File: config.mk
export PLATFORM = sky130hd
export DESIGN_NAME = a0_trace_capture_flat
export DESIGN_NICKNAME = d
export VERILOG_FILES = /design/src/rtl/a0_trace_pkg.sv /design/src/rtl/a0_trace_capture_if.sv /design/src/rtl/trace_fifo.sv /design/src/rtl/a0_trace_capture.sv /design/src/flat_wrapper.sv
export SDC_FILE = /design/constraint.sdc
export NUM_CORES = 1
export LEC_CHECK = 0
export ABC_AREA = 1
export BUFFER_PORTS_ARGS = -buffer_cell sky130_fd_sc_hd__buf_2
export CAP_MARGIN = 15
export CORE_MARGIN = 2
export CORE_UTILIZATION = 35
export DETAILED_ROUTE_END_ITERATION = 6
export PLACE_DENSITY = 0.64
export SLEW_MARGIN = 20
export SYNTH_ARGS = -nofsm -noshare
export SYNTH_HDL_FRONTEND = slang
export SYNTH_HIERARCHICAL = 1
export SYNTH_SLANG_ARGS = --single-unit
File: constraint.sdc
create_clock -name clk -period 3.3 [get_ports clk]
set_clock_uncertainty 0.15 [all_clocks]
set_input_delay 0.33 -clock clk [delete_from_list [all_inputs] [get_ports clk]]
set_output_delay 0.33 -clock clk [all_outputs]
set_load 0.02 [all_outputs]
File: src/rtl/a0_trace_pkg.sv
// Shared types and defaults for the a0 trace capture block.
// Optional feature macro: TRACE_TS_EN adds a 32-bit cycle stamp to every entry.
package a0_trace_pkg;

  localparam int unsigned DEFAULT_DEPTH  = 16;
  localparam int unsigned DEFAULT_DATA_W = 32;
  localparam int unsigned TS_W           = 32;

  typedef enum logic [1:0] {
    IDLE  = 2'd0,
    ARMED = 2'd1,
    TRACK = 2'd2
  } trace_state_t;

  typedef struct packed {
    logic [DEFAULT_DATA_W-1:0] data;
`ifdef TRACE_TS_EN
    logic [TS_W-1:0]           ts;
`endif
  } trace_entry_t;

endpackage

File: src/rtl/a0_trace_capture_if.sv
// Drain port of the trace FIFO: head entry plus valid/ready handshake.
interface a0_trace_capture_if #(
  parameter int unsigned DATA_W = a0_trace_pkg::DEFAULT_DATA_W,
  parameter int unsigned TS_W   = a0_trace_pkg::TS_W
);

  logic              out_valid;
  logic              out_ready;
  logic [DATA_W-1:0] out_data;
  logic [TS_W-1:0]   out_ts;

  modport master (
    output out_valid,
    output out_data,
    output out_ts,
    input  out_ready
  );

  modport slave (
    input  out_valid,
    input  out_data,
    input  out_ts,
    output out_ready
  );

endinterface

File: src/rtl/trace_fifo.sv
// Synchronous FIFO of trace entries; caller qualifies push/pop, count separates full from empty.
module trace_fifo
  import a0_trace_pkg::*;
#(
  parameter int unsigned DEPTH = DEFAULT_DEPTH
) (
  input  logic                   clk,
  input  logic                   rst,
  input  logic                   flush,
  input  logic                   push,
  input  logic                   pop,
  input  trace_entry_t           din,
  output trace_entry_t           dout,
  output logic                   full,
  output logic                   empty,
  output logic [$clog2(DEPTH):0] count
);

  localparam int unsigned PTR_W = $clog2(DEPTH);
  localparam int unsigned CNT_W = PTR_W + 1;

  trace_entry_t     mem [DEPTH];
  logic [PTR_W-1:0] wr_ptr;
  logic [PTR_W-1:0] rd_ptr;

  assign full  = (count == CNT_W'(DEPTH));
  assign empty = (count == '0);
  // Head is shown only while valid so stale storage never leaks onto the port.
  assign dout  = empty ? '0 : mem[rd_ptr];

  // Pointer and occupancy bookkeeping; flush empties the FIFO in one cycle.
  always_ff @(posedge clk or negedge rst) begin
    if (!rst) begin
      wr_ptr <= '0;
      rd_ptr <= '0;
      count  <= '0;
    end else if (flush) begin
      wr_ptr <= '0;
      rd_ptr <= '0;
      count  <= '0;
    end else begin
      if (push) wr_ptr <= wr_ptr + PTR_W'(1);
      if (pop)  rd_ptr <= rd_ptr + PTR_W'(1);
      case ({push, pop})
        2'b10:   count <= count + CNT_W'(1);
        2'b01:   count <= count - CNT_W'(1);
        default: count <= count;
      endcase
    end
  end

  // Storage write; array is not reset since the head is masked while empty.
  always_ff @(posedge clk) begin
    if (push) mem[wr_ptr] <= din;
  end

endmodule

File: src/rtl/a0_trace_capture.sv
// Records every change of the CPU a0 register into a drainable trace FIFO.
// Optional feature macro: TRACE_TS_EN stamps each entry with a free-running cycle count.
module a0_trace_capture
  import a0_trace_pkg::*;
#(
  parameter int unsigned DEPTH  = DEFAULT_DEPTH,
  parameter int unsigned DATA_W = DEFAULT_DATA_W
) (
  input  logic                   clk,
  input  logic                   rst,
  input  logic [DATA_W-1:0]      a0_i,
  input  logic                   en_i,
  input  logic                   clear_i,
  a0_trace_capture_if.master     drain,
  output logic [$clog2(DEPTH):0] count,
  output logic                   overflow,
  output logic [15:0]            drop_cnt
);

  trace_state_t      state;
  trace_state_t      state_nxt;
  logic [DATA_W-1:0] last_a0;
  logic              capture;
  logic              push;
  logic              pop;
  logic              drop;
  logic              full;
  logic              empty;
  trace_entry_t      din;
  trace_entry_t      dout;

  // Capture state register.
  always_ff @(posedge clk or negedge rst) begin
    if (!rst) state <= IDLE;
    else      state <= state_nxt;
  end

  // Next state and capture decision; clear overrides everything and re-arms on en_i.
  always_comb begin
    state_nxt = state;
    capture   = 1'b0;
    if (clear_i) begin
      state_nxt = en_i ? ARMED : IDLE;
    end else begin
      case (state)
        IDLE:  if (en_i) state_nxt = ARMED;
        ARMED: begin
          if (en_i) begin
            capture   = 1'b1;
            state_nxt = TRACK;
          end else begin
            state_nxt = IDLE;
          end
        end
        TRACK: begin
          if (!en_i)                 state_nxt = IDLE;
          else if (a0_i != last_a0)  capture   = 1'b1;
        end
        default: state_nxt = IDLE;
      endcase
    end
  end

  // A full FIFO still accepts a capture when the head leaves in the same cycle.
  assign pop  = drain.out_valid & drain.out_ready & ~clear_i;
  assign push = capture & (~full | pop);
  assign drop = capture & ~push;

  // Last captured value and drop accounting; dropped captures still advance last_a0.
  always_ff @(posedge clk or negedge rst) begin
    if (!rst) begin
      last_a0  <= '0;
      overflow <= 1'b0;
      drop_cnt <= '0;
    end else if (clear_i) begin
      overflow <= 1'b0;
      drop_cnt <= '0;
    end else begin
      if (capture) last_a0 <= a0_i;
      if (drop) begin
        overflow <= 1'b1;
        if (drop_cnt != 16'hFFFF) drop_cnt <= drop_cnt + 16'd1;
      end
    end
  end

`ifdef TRACE_TS_EN
  logic [TS_W-1:0] ts_cnt;

  // Free-running cycle stamp; deliberately untouched by clear_i.
  always_ff @(posedge clk or negedge rst) begin
    if (!rst) ts_cnt <= '0;
    else      ts_cnt <= ts_cnt + TS_W'(1);
  end

  // Entry assembly with stamp.
  always_comb begin
    din      = '0;
    din.data = a0_i;
    din.ts   = ts_cnt;
  end

  assign drain.out_ts = dout.ts;
`else
  // Entry assembly, data only.
  always_comb begin
    din      = '0;
    din.data = a0_i;
  end

  assign drain.out_ts = '0;
`endif

  trace_fifo #(
    .DEPTH (DEPTH)
  ) u_fifo (
    .clk   (clk),
    .rst   (rst),
    .flush (clear_i),
    .push  (push),
    .pop   (pop),
    .din   (din),
    .dout  (dout),
    .full  (full),
    .empty (empty),
    .count (count)
  );

  assign drain.out_valid = ~empty;
  assign drain.out_data  = dout.data;

endmodule

File: src/flat_wrapper.sv
// flat-port wrapper written by rule: the top's interface ports become plain ports
module a0_trace_capture_flat import a0_trace_pkg::*;
#(
  parameter int unsigned DEPTH  = DEFAULT_DEPTH,
  parameter int unsigned DATA_W = DEFAULT_DATA_W
)
  (clk, rst, a0_i, en_i, clear_i, count, overflow, drop_cnt, drain_out_valid, drain_out_data, drain_out_ts, drain_out_ready);
  a0_trace_capture_if #(.DATA_W(DATA_W)) drain_i ();
  input  logic clk;
  input  logic rst;
  input  logic [DATA_W-1:0] a0_i;
  input  logic en_i;
  input  logic clear_i;
  output logic [$clog2(DEPTH):0] count;
  output logic overflow;
  output logic [15:0] drop_cnt;
  output wire logic [$bits(drain_i.out_valid)-1:0] drain_out_valid;
  output wire logic [$bits(drain_i.out_data)-1:0] drain_out_data;
  output wire logic [$bits(drain_i.out_ts)-1:0] drain_out_ts;
  input wire logic [$bits(drain_i.out_ready)-1:0] drain_out_ready;
  assign drain_out_valid = drain_i.out_valid;
  assign drain_out_data = drain_i.out_data;
  assign drain_out_ts = drain_i.out_ts;
  assign drain_i.out_ready = drain_out_ready;
  a0_trace_capture #(.DEPTH(DEPTH), .DATA_W(DATA_W)) u_core (.clk(clk), .rst(rst), .a0_i(a0_i), .en_i(en_i), .clear_i(clear_i), .drain(drain_i), .count(count), .overflow(overflow), .drop_cnt(drop_cnt));
endmodule
Word-level counts from Yosys, hierarchy flattened

Memory sizes are Yosys's and may differ from the RTL's.
Cells that the tools add are included.

Add/subtract/negate cells: 5
$mul: 0
Div/mod/pow operators: 0
$lt $le $gt $ge: 0
Equality and inequality tests: 9
Shift-type cells: 0
Muxes and demuxes: 25
Bitwise gates (word level): 9
Reduce and logical (&&, ||, !) cells: 10

Operators with widths:

| cell                    | count |
|---|---|
| $mux W16                | 3 |
| $mux W32                | 1 |
| $ne A32 B32 Y1          | 1 |
| $add A16 B1 Y16 const B | 1 |
| $mux W4                 | 4 |
| $ne A16 B16 Y1 const B  | 1 |
| $pmux W5 S2             | 1 |
| $mux W1                 | 9 |
| $add A4 B1 Y4 const B   | 2 |
| $mux W2                 | 4 |
| $reduce_bool A2 Y1      | 4 |
| $ne A3 B3 Y1 const B    | 2 |
| $pmux W2 S3             | 1 |
| $reduce_and A2 Y1       | 3 |
| $add A5 B1 Y5 const B   | 1 |
| $eq A5 B5 Y1 const B    | 1 |
| $logic_not A5 Y1        | 1 |
| $mux W5                 | 1 |
| $sub A5 B1 Y5 const B   | 1 |
| $and A1 B1 Y1           | 4 |
| $eq A2 B1 Y1 const B    | 2 |
| $eq A2 B2 Y1 const B    | 2 |
| $not A1 Y1              | 4 |
| $reduce_bool A3 Y1      | 1 |
| 3 further kinds         | 3 |

Flip-flop bits (word level): 64
Latch bits: 0
RAM bits: 512
ROM bits: 0
Bits of input ports: 37
Output and inout bits: 87
Logic and storage cells: 66
Memories kept: 1

Memories:

| memory            | depth | width | rd ports | clocked after Yosys merged registers in | wr ports | RTL line         | RTL |
|---|---|---|---|---|---|---|---|
| u_core.u_fifo.mem | 16    | 32    | 1        | 0                                       | 1        | trace_fifo.sv:22 | `trace_entry_t mem [DEPTH];` |

Longest topological paths before layout

Depth in word-level cells: 10
Mapped depth: 27

By module

Netlist, hierarchy kept.

Modules (own cells, without submodules):

| module           | times used | cells each | area each (um2) | seq. area each (um2) |
|---|---|---|---|---|
| trace_fifo       | 1          | 1807       | 21474.3         | 15700.1 |
| a0_trace_capture | 1          | 433        | 3279.4          | 1276.2 |

Worst setup path after synthesis

OpenSTA, ideal clock, no wires.

Kind: reg2reg
Start point: register u_core.u_fifo.count[0]
End point: memory u_core/u_fifo/mem[15][0] in the netlist's numbering, enable pin
Arrival: 3.379 ns
Required time: 2.729 ns
Slack: -0.650 ns
Cell stages (with the launch flop): 13
Period minus slack after synthesis: 3.950 ns
Cells stage by stage: dfrtp_1 nor2_1 nand3_1 nor2_1 buf_2 inv_1 nand2_1 nor2_1 nor2_1 nor2_1 buf_2 nand2_1 nor2_1

Word-level cells in the longest chain between the ends: 8

RTL lines:

| item                          | RTL line                | RTL |
|---|---|---|
| start: declaration            | trace_fifo.sv:16        | `output logic [$clog2(DEPTH):0] count` |
| start signal: assignment      | trace_fifo.sv:45        | `2'b10: count <= count + CNT_W'(1);` |
| start signal: assignment      | trace_fifo.sv:46        | `2'b01: count <= count - CNT_W'(1);` |
| start signal: assignment      | trace_fifo.sv:47        | `default: count <= count;` |
| $logic_not A5 Y1              | trace_fifo.sv:27        | `assign empty = (count == '0);` |
| via u_core.empty              | a0_trace_capture.sv:28  | `logic empty;` |
| $not A1 Y1                    | a0_trace_capture.sv:129 | `assign drain.out_valid = ~empty;` |
| via drain_out_valid           | flat_wrapper.sv:17      | `output wire logic [$bits(drain_i.out_valid)-1:0] drain_out_valid;` |
| $and A1 B1 Y1 (2 in series)   | a0_trace_capture.sv:65  | `assign pop = drain.out_valid & drain.out_ready & ~clear_i;` |
| via u_core.pop                | a0_trace_capture.sv:25  | `logic pop;` |
| $or A1 B1 Y1                  | a0_trace_capture.sv:66  | `assign push = capture & (~full \| pop);` |
| $and A1 B1 Y1                 | a0_trace_capture.sv:66  |  |
| via u_core.push               | a0_trace_capture.sv:24  | `logic push;` |
| $mux W1                       | trace_fifo.sv:54        | `if (push) mem[wr_ptr] <= din;` |
| $mux W1 (implied by the code) | trace_fifo.sv:54        |  |
| end: declaration              | trace_fifo.sv:22        |  |

The timed path passes the listed nets, and every way through them passes these cells.

Final worst setup path

Start point: register u_core.u_fifo.rd_ptr[0]
End point: output port drain_out_data[24]

Word-level cells in the longest chain between the ends: 2

RTL lines:

| item                     | RTL line           | RTL |
|---|---|---|
| start: declaration       | trace_fifo.sv:24   | `logic [PTR_W-1:0] rd_ptr;` |
| start signal: assignment | trace_fifo.sv:43   | `if (pop) rd_ptr <= rd_ptr + PTR_W'(1);` |
| $mem_v2 Z16 W32          | --                 |  |
| $mux W32                 | trace_fifo.sv:29   | `assign dout = empty ? '0 : mem[rd_ptr];` |
| end: declaration         | flat_wrapper.sv:18 | `output wire logic [$bits(drain_i.out_data)-1:0] drain_out_data;` |

No other way between the ends.

==> results.md <==
Run status:
- The flow ran to the end, and the final reports show no timing, DRC or antenna violations.

Timing:
- At the pin with the least slew margin, the transition time is 0.941 ns.
- In the finished design, the share of the clock period the worst path needs comes to between 90% and 100%.
- The post-route setup TNS is 0 ns.
- The highest clock frequency the design can meet is approximately 310 MHz.
- The relative max-transition margin is 37.3%.
- The final worst slack is between 0.07 and 0.08 ns.
- The worst hold slack after final layout is between 0.03 and 0.04 ns.
- The final number of setup-violating endpoints is 0.
- Setup repair after global routing left no endpoint under its margin.
- The number of pins exceeding their max-slew limit in the final report is 0.
- The final hold violation count is 0.
- The time the worst path needs with I/O delays and setup is between 3 and 4 ns.

Synth:
- The synthesized design spends more area on one cell type than any other, namely edfxtp_1.
- By area the synthesized netlist is led by edfxtp_1, nand2_1, nand3_1.
- The async set-or-reset flop fraction in the synthesized netlist is between 10 and 15%.
- The commonest cells after synthesis are nand2_1, edfxtp_1, nand3_1.
- The mean post-synth cell area is 11.1 um2.
- The mapped netlist covers around 0.025 mm2.
- After synthesis the netlist holds a flip-flop and latch count of about 580.
- Synthesis handed over a netlist of 2,240 instances.
- The sequential area share after synthesis is just under 70%.
- The post-synthesis cell type count is 38.
- The synthesized design devotes to its leading area cell type ~62% of total area.
- Yosys mapped a number of flops with a built-in enable equal to just over 500.
- During synthesis, Yosys emitted a total of 6 warnings.
- nand2_1 is the most common cell in the netlist.
- Among all flip-flop cells after synthesis, the most frequent one is edfxtp_1.

Placement:
- The count of port buffers added during placement is 91.
- At the end of routability-driven placement, the weighted congestion stood at approximately 0.8.
- Detailed placement ended at an HPWL of roughly 39,000 um.
- The cell area reported after detailed placement is between 0.02 and 0.03 mm2.
- The pre-CTS setup slack is approximately 0.32 ns.

Pwr:
- For this design the total switching power over the nets is between 6 and 7 mW.
- The design draws roughly 19 mW.
- The analysis attributes to cell leakage a power of 10.9 nW.
- The share of total power dissipated in sequential elements is 43.7%.
- The internal power of the cells totals around 13 mW.
- VDD sags by at most approximately 420 uV.
- The clock network accounts for 33.9% of the total power.
- The switching part of the total is a little under a third.
- The power per cell area is approximately 670 mW/mm2.
- The part of the power in combinational logic is roughly 22%.

GRT:
- The first global-routing pass estimated slightly below 100,000 um of wire.
- The residual overflow from global routing is 0.
- Global routing consumed, over all layers together, 17.6% of the routing resources.
- The largest net degree at the start of global routing is ~150.
- The initial antenna violation count came to 1.
- The number of global-route vias before repair came to ~16,000.

CTS:
- The post-CTS setup buffer count is 0.
- The TritonCTS sink count is 576.
- The buffer type at the clock tree root is clkbuf_16.
- The insertion delay to the later sink of the worst-skew pair is roughly 0.64 ns.
- The TritonCTS clock tree is done.
- The number of clock buffers added by TritonCTS is 57.
- After clock tree synthesis, the clock-pin slew on the worst setup and hold paths is roughly 0.070 ns.
- The total number of H-tree levels is 2.
- The clock passes through at most 3 buffers.

Die:
- In this run the standard cell core region covers 0.0700 mm2.
- In this run the core area contains 97 standard-cell rows.
- The number of top-level design ports is around 120.
- The die is 270 um tall.
- In this run the horizontal extent of the chip is between 200 and 300 um.
- Once the floorplan was initialized, standard cells occupied between 30% and 40% of the core.
- The die covers around 0.073 mm2.

Setup path:
- In this run the worst path has a maximum fanout of between 50 and 60.
- The setup path with the least slack is of type reg -> out.
- Data on the critical path arrives at its endpoint at between 2 and 3 ns.
- The data required time of the critical path is around 2.8 ns.
- The element type at the critical path end is an output pin.
- The register-to-register setup slack is 0.50 ns.
- The worst setup path is launched from a register.

Drt:
- The ratio of routed vias to standard cells is between 5 and 6.
- The total wire length is 65,800 um.
- Dividing the detail-routed wire length by the instance count gives 19.6 um.
- The first TritonRoute pass finished after 5 iterations.
- The remaining design rule violation count is 0.
- The final route contains ~17,000 vias.
- After the first detailed-routing iteration, the DRC count stood at 1,583.
- In this run the remaining antenna-violating nets after routing total 0.

Finish:
- The count of nets after finishing is approximately 2,400.
- Cells with a size suffix above 1 make up about 13% of the layout.
- The area of all placed cells without fillers is 0.0287 mm2.
- The area growth from synthesis to layout is 15.8%.

Worst hold path:
- The min-delay analysis places its worst path in the category in -> reg.

Flow run:
- The number of maximum-capacitance violations is 0.
[flip-flops by register name (all words and copies together) (netlist names)]
name                  count
u_core/drop_cnt          16
u_core/last_a0           32
u_core/overflow           1
u_core/state              2
u_core/u_fifo/count       5
u_core/u_fifo/mem       512
u_core/u_fifo/rd_ptr      4
u_core/u_fifo/wr_ptr      4
[path summary, 6_finish.rpt]
kind                                          from                  endpoint  cells after the start
min in group asynchronous                      rst       u_core/drop_cnt[12]                      2
setup / recovery           u_core/u_fifo/rd_ptr[0]        drain_out_data[24]                      9
hold / removal                            a0_i[16]  u_core/u_fifo/mem[1][16]                      2
setup reg to reg                 u_core/last_a0[1]  u_core/u_fifo/mem[8][26]                     15
max in group asynchronous                      rst        u_core/last_a0[21]                      3
hold reg to reg                  u_core/last_a0[7]         u_core/last_a0[7]                      2
[power groups by stage]
stage | clock [mW] | sequential, mW | combinational [mW]
global route | 6.93 | 8.46 | 4.72
CTS | 6.64 | 8.43 | 4.29
finish | 6.54 | 8.43 | 4.31
floorplan | 0 | 8.53 | 2.86
global placement | 0 | 8.56 | 4.22
detailed placement | 0 | 8.58 | 4.25
[worst max-delay path, cell delays in order (launching register included)]
cell and delay [ns]:
dfrtp_4 0.57, clkinv_4 0.20, buf_16 0.28, nand2_1 0.09
nand3_1 0.08, nand3_1 0.12, nand2_1 0.13, nand2_1 0.08
a21oi_1 0.32, buf_2 0.23
[through the flow]
| step | utilization, % | instances |
|---|---|---|
| 2_1_floorplan | - | 2271 |
| 3_3_place_gp | 38.0 | 3236 |
| 3_5_place_dp | 38.0 | 3236 |
| 4_1_cts | 40.9 | 3355 |
| 5_1_grt | 40.9 | 3357 |
| 6_report | 40.9 | 3357 |
[cells by family after synthesis]
logic type / Yosys count / synth area share (%)
adders and majority gates: 11 / 0.556
xor gates and xnor gates: 31 / 1.10
AOI/OAI and AO/OA: 70 / 1.49
DFF: 576 / 68.6
buffers and inverters: 217 / 5.16
other: 1 / 0.0151
and+or+nand+nor: 1334 / 23.1
[layout by cell type, fill, tap and decap left out, types with 3 or more instances in the layout]
cell type	synthesis	routed
a21oi_1	43	40
a21oi_2	0	3
buf_12	1	23
buf_2	25	91
buf_4	56	65
bufinv_16	0	6
clkbuf_1	36	8
clkbuf_16	0	58
clkinv_1	0	5
clkinv_2	0	15
clkinvlp_4	0	10
conb_1	1	32
dfrtp_1	64	60
dlygate4sd3_1	0	12
edfxtp_1	512	512
ha_1	11	11
inv_1	57	56
inv_2	3	3
nand2_1	808	808
nand2_2	3	3
nand3_1	450	450
nand3_2	9	9
nor2_1	48	30
nor2_4	1	18
nor3_1	7	7
o21ai_0	19	19
xnor2_1	26	26
xor2_1	5	5
[area by class of cell]
| class | instances | area (um2) |
|---|---|---|
| sequential | 576 | 17000 |
| tap | 940 | 1180 |
| clock inverter | 40 | 427 |
| clock buffer | 67 | 1480 |
| fill | 6590 | 41400 |
| antenna | 1 | 2.50 |
| inverter | 61 | 236 |
| timing repair buffer | 194 | 1600 |
| multi-input combinational | 1478 | 6760 |
[metal layers]
| layer | global-route usage [%] | share of wire (%) |
|---|---|---|
| met5 | 0 | 0 |
| met4 | 4.84 | 2.4 |
| met3 | 3.40 | 8.0 |
| met1 | 24.3 | 43 |
| met2 | 28.3 | 47 |
[repair_timing]
action | CTS | global route
gates cloned | 0 | 1
endpoints found under the hold margin | 100 | 0
resized for setup | 1 | 4
setup endpoints to repair | 1 | 6
hold buffers | 12 | 0
(Power assumes the default switching activity.)
